<file path="src/rtl/fetch_queue.sv">
// Fetch-to-decode decoupling FIFO holding {pc, instr} pairs; flushes on redirect.
// Optional FETCH_QUEUE_BYPASS_EN gives an empty-queue zero-latency fetch->decode path.
module fetch_queue #(
  parameter int unsigned DEPTH = 4,
  parameter logic [31:0] NOP   = 32'h0000_0013
) (
  input  logic                     clk,
  input  logic                     rst,
  input  logic [31:0]              pc_f,
  input  logic [31:0]              instr_f,
  input  logic                     valid_f,
  input  logic                     stallD,
  input  logic                     flushD,
  output logic [31:0]              instr_d,
  output logic [31:0]              pc_d,
  output logic [31:0]              pc_plus4_d,
  output logic                     valid_d,
  output logic                     full_o,
  output logic [$clog2(DEPTH):0]   count_o
);

  localparam int unsigned PW = $clog2(DEPTH);
  localparam int unsigned CW = PW + 1;

  typedef struct packed {
    logic [31:0] pc;
    logic [31:0] instr;
  } entry_t;

  entry_t          mem [DEPTH];
  entry_t          head;
  logic [PW-1:0]   wr_ptr;
  logic [PW-1:0]   rd_ptr;
  logic [CW-1:0]   count;
  logic            empty_c;
  logic            push_c;
  logic            pop_c;
  logic            mem_pop_c;

  assign head    = mem[rd_ptr];
  assign empty_c = (count == '0);
  assign full_o  = (count == CW'(DEPTH));
  assign count_o = count;

`ifdef FETCH_QUEUE_BYPASS_EN
  logic bypass_c;

  // Empty queue with a live fetch: show it to decode this cycle; store it only if decode stalls.
  assign bypass_c  = empty_c & valid_f & ~flushD;
  assign pop_c     = valid_d & ~stallD & ~flushD;
  assign push_c    = valid_f & ~full_o & ~flushD & ~(bypass_c & ~stallD);
  assign mem_pop_c = pop_c & ~bypass_c;
`else
  assign pop_c     = valid_d & ~stallD & ~flushD;
  assign push_c    = valid_f & ~full_o & ~flushD;
  assign mem_pop_c = pop_c;
`endif

  // Head presentation; NOP with pc 0 when nothing is available.
  always_comb begin
    valid_d = 1'b0;
    instr_d = NOP;
    pc_d    = 32'h0;
    if (!empty_c) begin
      valid_d = 1'b1;
      instr_d = head.instr;
      pc_d    = head.pc;
    end
`ifdef FETCH_QUEUE_BYPASS_EN
    else if (bypass_c) begin
      valid_d = 1'b1;
      instr_d = instr_f;
      pc_d    = pc_f;
    end
`endif
  end

  assign pc_plus4_d = pc_d + 32'd4;

  // Pointer and occupancy state; flush behaves exactly like reset.
  always_ff @(posedge clk) begin
    if (rst || flushD) begin
      wr_ptr <= '0;
      rd_ptr <= '0;
      count  <= '0;
    end else begin
      if (push_c) begin
        wr_ptr <= (wr_ptr == PW'(DEPTH - 1)) ? '0 : wr_ptr + PW'(1);
      end
      if (mem_pop_c) begin
        rd_ptr <= (rd_ptr == PW'(DEPTH - 1)) ? '0 : rd_ptr + PW'(1);
      end
      case ({push_c, mem_pop_c})
        2'b10:   count <= count + CW'(1);
        2'b01:   count <= count - CW'(1);
        default: count <= count;
      endcase
    end
  end

  // Storage is not reset; entries are only observed once counted.
  always_ff @(posedge clk) begin
    if (push_c) begin
      mem[wr_ptr] <= '{pc: pc_f, instr: instr_f};
    end
  end

endmodule

</file>
<file path="config.mk">
export PLATFORM = sky130hd
export DESIGN_NAME = fetch_queue
export DESIGN_NICKNAME = d
export VERILOG_FILES = /design/src/rtl/fetch_queue.sv
export SDC_FILE = /design/constraint.sdc
export NUM_CORES = 1
export LEC_CHECK = 0
export ABC_AREA = 1
export CORE_AREA = 2 2 157 189
export DETAILED_ROUTE_END_ITERATION = 7
export DIE_AREA = 0 0 159 191
export HOLD_SLACK_MARGIN = 0.03
export SETUP_SLACK_MARGIN = 0.3
export SLEW_MARGIN = 15
export SYNTH_ARGS = -nofsm -noshare
export SYNTH_HDL_FRONTEND = slang
export SYNTH_SLANG_ARGS = --single-unit
</file>
<file path="constraint.sdc">
create_clock -name clk -period 8.6 [get_ports clk]
set_clock_uncertainty 0.05 [all_clocks]
set_input_delay 2.58 -clock clk [delete_from_list [all_inputs] [get_ports clk]]
set_output_delay 2.58 -clock clk [all_outputs]
set_load 0.005 [all_outputs]
</file>
# Word-level counts from Yosys, hierarchy flattened
# Memory sizes are Yosys's and may differ from the RTL's. A register that Yosys moved wholly into a read port is not among the register bits.
# Index checks and enable logic that the tools add are counted.
# totals
ff_bits	7
mem_bits_rw	256
input_bits	69
elab_cells	34
memories	1
# op_classes
add_sub_neg	5
eq_ne	5
n_mux	10
bitwise_logic	7
n_reduce_logical	3
# memory_table
name	words	width	rd	rd_clocked_by_memory_dff	write_ports	line	source
mem	4	64	1	1	1	30	entry_t mem [DEPTH];
# ops
cell	n
32-bit 2-to-1 mux	2
32-bit by 3-bit adder with 32-bit output (second input constant)	1
2-bit 2-to-1 mux	4
2-bit == test (second input constant)	3
3-bit case mux with 2 select lines	1
2-bit by 1-bit adder with 2-bit output (second input constant)	2
1-bit AND	4
3-bit by 1-bit adder with 3-bit output (second input constant)	1
3-bit == test (second input constant)	1
3-bit logical NOT	1
1-bit 2-to-1 mux	3
1-bit inverter	3
3-bit by 1-bit subtractor with 3-bit output (second input constant)	1
2-bit by 1-bit == test with 1-bit output (second input constant)	1
2-bit nonzero test	1
1-bit logical OR	1

# Longest topological paths before layout
# Gate-level depths: netlist (run 1).
# depth
depth_word	6
mapped_depth	16
ltp_nobuf	15

# Worst setup path before layout (run 1)
# OpenSTA, ideal clock, no wires.
# synth_path
kind	input-to-reg
start	in flushD
end	mem mem[0][0] (netlist name), enable pin
setup_time_ps	487
arrival_ps	5563
required_ps	8063
setup_slack_ps	2501
cell_stages	3
path_buffers	0
cell_sequence	inv_1 -> nand3b_1 -> nor2_1
# synth_between
elab_chain_cells	4
# synth_lines
element	line	source
start, declared	13	input logic flushD,
1-bit inverter	55	assign push_c = valid_f & ~full_o & ~flushD;
1-bit AND	55	
1-bit 2-to-1 mux	103	if (push_c) begin
1-bit 2-to-1 mux (not written as such)	104	mem[wr_ptr] <= '{pc: pc_f, instr: instr_f};
end, declared	30	
# Every way passes these cells.

==> results of run 1 <==
cells by family (layout without fill, tap and decap cells):
group / count (synthesis) / count (layout) / synth area share, %
flops: 265 / 265 / 66.5
xor+xnor: 15 / 15 / 1.11
fa+ha+maj: 8 / 8 / 0.909
compound gates: 119 / 119 / 5.21
simple gates: 590 / 590 / 21.6
buf+inv: 112 / 284 / 4.76
through the flow:
step / std cells / hold WS, ns
after detailed placement: 1618 / 0.440
after global routing: 1666 / 0.482
after floorplan: 1109 / 0.408
final: 1666 / 0.455
after global placement: 1618 / 0.430
after CTS: 1666 / 0.453
cells in the final DEF, fill, tap and decap left out, types with 5 or more instances in the layout:
cell type and count:
xor2_1 13, nand2_1 251, edfxtp_1 256, o21ai_0 70, a21oi_1 38, inv_2 8
nor2_4 14, clkinv_2 5, ha_1 7, nor2_1 198, clkbuf_16 27, nor2_2 21
dfxtp_1 7, nand3_2 8, buf_4 9, clkdlybuf4s50_1 169, inv_1 49, nand3_1 72
nand4_1 8, clkbuf_1 8, nand2_2 13
worst paths after layout:
path,from,end,cells past startpoint
setup / recovery,flip-flop,pc_plus4_d[20],15
hold / removal,rd_ptr[0]$_SDFFE_PP0P_,flip-flop,2
setup reg to reg,count_o[2]$_SDFFE_PP0P_,mem[0][21]$_DFFE_PP_,5
hold reg to reg,rd_ptr[0]$_SDFFE_PP0P_,flip-flop,2
cell usage after synthesis (all sizes together):
library cell / n / area (um2)
o21ai: 74 / 370
a21oi: 38 / 190
o21a: 1 / 7.51
inv: 58 / 225
fa: 1 / 20.0
clkbuf: 11 / 41.3
buf: 43 / 297
xnor2: 2 / 17.5
a211oi: 3 / 22.5
nand3: 80 / 440
nand3b: 1 / 7.51
nor3: 2 / 15.0
o311ai: 3 / 26.3
nor2: 233 / 1000
nand4: 8 / 50.1
or2: 1 / 6.26
dfxtp: 9 / 180
nand2: 264 / 1020
ha: 7 / 87.6
xor2: 13 / 114
and2: 1 / 6.26
edfxtp: 256 / 7690
final cells by class:
class	instances	area (um2)
Clock inverter	13	98.8
Inverter	58	225
Clock buffer	35	706
Multi-Input combinational cell	732	3440
Timing Repair Buffer	178	1760
Tap cell	385	482
Fill cell	2602	14000
Sequential cell	265	7870
sequential cells by signal, summed over array words and instances, names as in the netlist, named ones only:
signal / cells
mem: 256
wr_ptr: 2
count_o: 3
rd_ptr: 2
metal layers:
| layer | global-route usage (%) | vias up | share of wire (%) |
|---|---|---|---|
| met3 | 3.58 | 46 | 6.1 |
| met2 | 33.0 | 233 | 49 |
| met4 | 4.97 | 2 | 2.3 |
| met1 | 23.4 | 3898 | 42 |
| li1 | - | 4056 | - |
| met5 | 0 | - | 0.046 |
critical path, cell delays in order, from the launching register on:
cell	delay, ns
dfxtp_4	0.55
inv_8	0.59
nand2_1	0.10
nand2_1	0.09
nand2_1	0.06
o21ai_1	0.14
nand2_1	0.10
inv_1	0.09
ha_1	0.19
nand3_1	0.13
nor2_4	0.17
nand2_2	0.14
nor2_4	0.19
nand2_1	0.08
xor2_1	0.12
clkdlybuf4s50_1	0.51
power by group:
| part | total (uW) | switching (uW) | internal [uW] |
|---|---|---|---|
| clock | 1060 | 453 | 608 |
| sequential | 1440 | 6.06 | 1440 |
| combinational | 192 | 103 | 88.8 |
==> metrics, run 1 <==
area grow syn2layout=23.2%; Max clock buf depth=3; largest net degree at the start of global routing=127; sequential area share after synthesis=roughly 66%; Slew @ Worst Pin=roughly 1.1 ns; setup slack after layout=2.14 ns; worst hold path class=reg -> reg; CTS Hold Buffers Added=0; Post-Synthesis Cell Area=around 12,000 um2; CTS buffer count=26; routed wire length=28,400 um; Total Nets Final=between 1,000 and 1,500; Yosys reg bits=approximately 270; Synthesized Nets=about 1,200; CTS tree=done; total iterations of the first detailed-routing run=5; Detail Route Antenna Nets=0; first-pass GRT wire length=between 40,000 and 50,000 um; die area=about 30,000 um2; H-tree depth=1; CP Max Fanout=126; flop2flop setup slack=5.53 ns; CP Capture Type=output pin; Worst VDD drop=around 0.18 mV; Max Freq=0.155 GHz; core area=28,600 um2; number of global-route vias before repair=about 8,200; Core Util, Final=around 51%; Final setup viols=0; WL per Instance=between 15 and 20 um; kind of critical path=reg -> out; Starting Density=approximately two fifths; # clock sinks=265; Power Density=around 180 nW/um2; DP Wirelength=~18,000 um; WP data arrival=about 3.8 ns; Cell Rows=68; Post-CTS Resized=0; RSZ-0062 raised after global routing=no; Horiz. Die Dim=between 150 and 200 um; leakage component of the power=slightly above 0.005 uW; routed vias=about 8,200; Fin. Hold Viols=0; Worst EP required=a little under 6 ns; Post-route DRC=0; Mapped Avg Cell Area=approximately 11 um2; Root Buffer=clkbuf_16; Placed Area=approximately 14,000 um2; # port buffers=roughly 170; Final Cycle Share=about three quarters; Final TNS setup=0 ns; cell area after layout=roughly 15,000 um2; max-cap violation count=0; worst-skew pair later-pin latency=0.52 ns; antenna cells=0; status=completed; share of layout cells above drive strength 1=approximately 8.9%; initial antenna violation count=1; Design Power=roughly 2700 uW; Placer Congestion=just over 0.9; I/O pin cnt=170; vias per cell=4.94; Max-slew headroom=slightly below 30%; fin crit period=approximately 6.5 ns; overall routing resource usage=a little under a fifth; Final Max Slew Viols=0; Worst-path clk slew=about 0.060 ns; CP Launch Type=flip-flop; initial drt markers=around 510; GR Overflow Total=0; Yosys Warn Count=0; library cells used by synthesis=35; Setup Fix Bufs, Post-CTS=0; Syn Inst Count=around 1,100; Place WS=between 2 and 3 ns; chip height=around 190 um
Power figures use the tool's default switching activity.
==> inputs of run 2 (changes only) <==
Settings changed: PLACE_DENSITY set to 0.66.
Clock period 8.6 ns to 5.7 ns, I/O delays scaled along.
==> metrics, run 2 (synthesis results as in run 1) <==
most frequent cells in the layout=edfxtp_1 (256), nand2_1 (251), nor2_1 (198); initial antenna violation count=3; WP data arrival=roughly 3.4 ns; largest net degree at the start of global routing=between 70 and 80; Crit Reg-Reg Startpoint=count_o[1]$_SDFFE_PP0P_; DP Wirelength=between 15,000 and 20,000 um; Max clock buf depth=3; status=completed; CP Capture Type=output pin; worst hold path class=reg -> reg; core area=28,600 um2; fill count=around 2,500; placed insts=1,626; Final Cycle Share=between 90 and 100%; flop2flop setup slack=roughly 2.8 ns; Logic pwr share=approximately 6.9%; max-cap violation count=0; Detail Route Antenna Nets=0; setup slack after layout=about 0.56 ns; Place WS=approximately 0.82 ns; # clock sinks=about 270; proportion of power drawn by the clock network=roughly two fifths; kind of critical path=reg -> out; P_int=3370 uW; CP Max Fanout=48; H-tree depth=1; Final Max Slew Viols=0; WHS=0.446 ns; overall routing resource usage=18.4%; Root Buffer=clkbuf_16; Max-slew headroom=~46%; Biggest register=mem; Final setup viols=0; Critical Path Most Common Cell=nand2_1; WL per Instance=roughly 17 um; Design Power=approximately 4300 uW; Total Nets Final=1,347; routed vias=between 8,000 and 9,000; worst path bufs/invs=5; CP max-delay cell=buf_4; power share of the sequential group=about half; leakage component of the power=around 0.0052 uW; fin crit period=about 5.1 ns; Top delay family on crit path=buffers and inverters; worst r2r path cells=12; initial drt markers=~660; Fin. Hold Viols=0; Worst-path clk slew=approximately 0.06 ns; r2r endpoint=count_o[2]$_SDFFE_PP0P_; area grow syn2layout=25.2%; Final TNS setup=0 ns; vias per cell=4.95; crit-path cells=inv_1 -> nand3_2 -> inv_2 -> buf_4 -> nor2_4 -> nand2_1 -> inv_1 -> nand2_1 -> nor2_1 -> nand2_1 -> xor2_1 -> clkdlybuf4s50_1; Starting Density=between 40% and 50%; Horiz. Die Dim=around 160 um; first-pass GRT wire length=44,200 um; Power Density=approximately 290 nW/um2; total iterations of the first detailed-routing run=5; routed wire length=about 28,000 um; Post-route DRC=0; share of layout cells above drive strength 1=roughly a tenth; I/O pin cnt=170; Worst VDD drop=0.312 mV; # port buffers=roughly 170; CP Launch Type=flip-flop; Largest register FFs=around 260; GR Overflow Total=0; crit-path max cell delay=around 0.63 ns; worst hold path cell count=2; Cell Rows=68; hold path startpoint=rd_ptr[1]$_SDFFE_PP0P_; worst-skew pair later-pin latency=around 0.54 ns; die area=between 30,000 and 40,000 um2; switch share=between 20% and 30%; Worst EP required=between 3 and 4 ns; non-filler cells in the finished layout=between 1,500 and 2,000; CTS buffer count=26; number of global-route vias before repair=between 8,000 and 9,000; CTS tree=done; CTS Hold Buffers Added=0; Slew @ Worst Pin=just over 0.8 ns; chip height=around 190 um; most common cell after layout, fill and taps aside=edfxtp_1; RSZ-0062 raised after global routing=yes; Placer Congestion=just under 0.9; Max Freq=around 0.19 GHz; Psw=slightly below 900 uW
==> run 2: changes by cell type in the layout (fill, tap and decap cells not counted), moves of 2 or more <==
cell | previous run | this run
clkbuf_1 | 8 | 3
bufinv_16 | 1 | 5
diode_2 | 0 | 2
clkinv_4 | 2 | 0
buf_4 | 9 | 11
buf_12 | 0 | 5
==> run 2: worst max path at each step <==
stage                          endpoint               startpoint  slack [ns]  cells past startpoint
detailed placement       pc_plus4_d[17]                flip-flop        0.82                     13
global route             pc_plus4_d[17]  count_o[2]$_SDFFE_PP0P_        0.29                     12
global placement         pc_plus4_d[17]                flip-flop        0.92                     13
floorplan           mem[0][0]$_DFFE_PP_                   flushD        0.47                      3
CTS                      pc_plus4_d[17]                flip-flop        0.30                     12
finish                   pc_plus4_d[17]  count_o[2]$_SDFFE_PP0P_        0.56                     12
==> run 2: cell type report <==
type / count / area, um2 / share of cell area [%]
antenna: 2 / 5.00 / 0.0338
clock buffer: 29 / 662 / 4.47
clock inverter: 17 / 235 / 1.59
inverter: 58 / 225 / 1.52
multi-input combinational: 732 / 3440 / 23.2
sequential: 265 / 7870 / 53.1
tap: 385 / 482 / 3.25
timing repair buffer: 187 / 1900 / 12.8
==> run 2: metal layers <==
metal | wire (um) | vias to the layer above | GRT usage [%]
met3 | 1650 | 47 | 3.67
li1 | - | 4073 | -
met1 | 11700 | 3945 | 22.3
met2 | 14400 | 217 | 33.4
met4 | 722 | 2 | 5.52
met5 | 12 | - | 0
==> run 2: repair_timing <==
action,CTS,global route
buffers inserted,0,1
setup endpoints to repair,5,22
gates resized for setup,2,8
==> run 2: power groups by stage <==
stage / Sequential [uW] / Clock [uW] / Combinational (uW)
3_5_place_dp: 2220 / 0 / 294
5_1_grt: 2180 / 1890 / 321
4_1_cts: 2180 / 1810 / 296
3_3_place_gp: 2220 / 0 / 290
2_1_floorplan: 2220 / 0 / 122
6_report: 2180 / 1780 / 293
==> run 2: per-stage QoR <==
| step | util, % | cell area [um2] |
|---|---|---|
| after floorplan | - | 11800 |
| final | 51.8 | 14800 |
| after detailed placement | 48.5 | 13900 |
| after CTS | 51.7 | 14800 |
| after global routing | 51.8 | 14800 |
| after global placement | 48.5 | 13900 |
==> run 2: worst min-delay path, cell delays in order (launching register included) <==
cell,delay [ns]
dfxtp_1,0.32
nand2_1,0.06
a21oi_1,0.07
==> inputs of run 3 (changes only) <==
Settings changed: SETUP_SLACK_MARGIN 0.3 to 0.2.
==> metrics, run 3 (synthesis results as in run 1) <==
CTS Hold Buffers Added=0; DP Wirelength=between 15,000 and 20,000 um; Fin. Hold Viols=0; Post-route DRC=0; hold path startpoint=rd_ptr[1]$_SDFFE_PP0P_; # port buffers=roughly 170; Total Nets Final=1,347; Biggest register=mem; total iterations of the first detailed-routing run=5; vias per cell=between 4 and 5; RSZ-0062 raised after global routing=no; area grow syn2layout=25.0%; leakage component of the power=0.00523 uW; status=completed; Largest register FFs=roughly 260; first-pass GRT wire length=between 40,000 and 50,000 um; initial drt markers=roughly 640; I/O pin cnt=170; worst r2r path cells=12; Max Freq=~0.19 GHz; r2r endpoint=count_o[2]$_SDFFE_PP0P_; worst hold path class=reg -> reg; routed vias=around 8,300; worst-skew pair later-pin latency=~0.54 ns; worst hold path cell count=2; Horiz. Die Dim=159 um; share of layout cells above drive strength 1=under 10%; H-tree depth=1; Worst EP required=around 3.9 ns; kind of critical path=reg -> out; fin crit period=5.21 ns; Crit Reg-Reg Startpoint=count_o[1]$_SDFFE_PP0P_; Core Util, Final=51.8%; Power Density=about 290 nW/um2; CP Max Fanout=33; WHS=~0.45 ns; Final setup viols=0; Worst VDD drop=approximately 0.31 mV; largest net degree at the start of global routing=74; Root Buffer=clkbuf_16; Placer Congestion=between 0.8 and 0.9; Cell Rows=between 60 and 70; Final Cycle Share=around nine tenths; # clock sinks=around 270; routed wire length=28,500 um; most common cell after layout, fill and taps aside=edfxtp_1; initial antenna violation count=3; flop2flop setup slack=2.79 ns; Final TNS setup=0 ns; Max-slew headroom=between 40% and 50%; number of global-route vias before repair=8,124; overall routing resource usage=a little under a fifth; CTS buffer count=26; CP Capture Type=output pin; Max clock buf depth=3; Worst-path clk slew=0.06 ns; GR Overflow Total=0; Final Max Slew Viols=0; most frequent cells in the layout=edfxtp_1 (256), nand2_1 (251), nor2_1 (198); Detail Route Antenna Nets=0; Slew @ Worst Pin=~0.81 ns; WL per Instance=between 15 and 20 um; core area=about 29,000 um2; max-cap violation count=0; WP data arrival=roughly 3.5 ns; die area=~30,000 um2; CP Launch Type=flip-flop; chip height=around 190 um; CTS tree=done; Starting Density=between 40% and 50%
run 3: per-stage QoR:
| step | instances | power [uW] | area, um2 | worst slack (ns) |
|---|---|---|---|---|
| after global routing | 1673 | 4390 | 14800 | 0.227 |
| final | 1674 | 4250 | 14800 | 0.490 |
| after CTS | 1672 | 4280 | 14800 | 0.229 |
| after global placement | 1626 | 2510 | 13900 | 0.920 |
| after detailed placement | 1626 | 2510 | 13900 | 0.815 |
| after floorplan | 1109 | 2340 | 11800 | 0.471 |
run 3: layout make-up:
| cell class | instances | area [um2] |
|---|---|---|
| fill | 2546 | 13800 |
| tap | 385 | 482 |
| timing repair buffer | 187 | 1890 |
| clock buffer | 29 | 662 |
| clock inverter | 17 | 235 |
| antenna | 1 | 2.50 |
| inverter | 58 | 225 |
| multi-input combinational | 732 | 3440 |
| sequential | 265 | 7870 |
run 3: per-layer routing:
| layer | share of wire (%) | global-route usage [%] |
|---|---|---|
| met1 | 41 | 22.3 |
| met4 | 2.5 | 5.52 |
| met3 | 6.1 | 3.67 |
| met2 | 51 | 33.4 |
| met5 | 0.042 | 0 |
run 3: how the worst max path moves through the flow:
stage	end	slack, ns
finish	pc_plus4_d[20]	0.49
global route	pc_plus4_d[17]	0.23
CTS	pc_plus4_d[17]	0.23
detailed placement	pc_plus4_d[17]	0.82
global placement	pc_plus4_d[17]	0.92
floorplan	mem[0][0]$_DFFE_PP_	0.47
run 3: timing repair:
item,CTS,global route
endpoints found under the setup margin,0,22
setup buffers,0,1
resized for setup,0,5
run 3: report_power, final:
| group | total (uW) | internal, uW | switching, uW |
|---|---|---|---|
| sequential | 2180 | 2170 | 7.90 |
| clock | 1780 | 1070 | 714 |
| combinational | 293 | 136 | 157 |
| total | 4250 | 3370 | 878 |
run 3: critical path: stages, from the launching register on:
cell,delay (ns)
dfxtp_4,0.49
buf_6,0.29
nand2_1,0.09
nand2_1,0.08
nand2_1,0.04
o21ai_1,0.15
nand2_1,0.11
inv_1,0.10
ha_1,0.18
nand3_1,0.12
nor2_4,0.18
nand2_2,0.13
nor2_4,0.19
nand2_1,0.08
xor2_1,0.12
clkdlybuf4s50_1,0.51
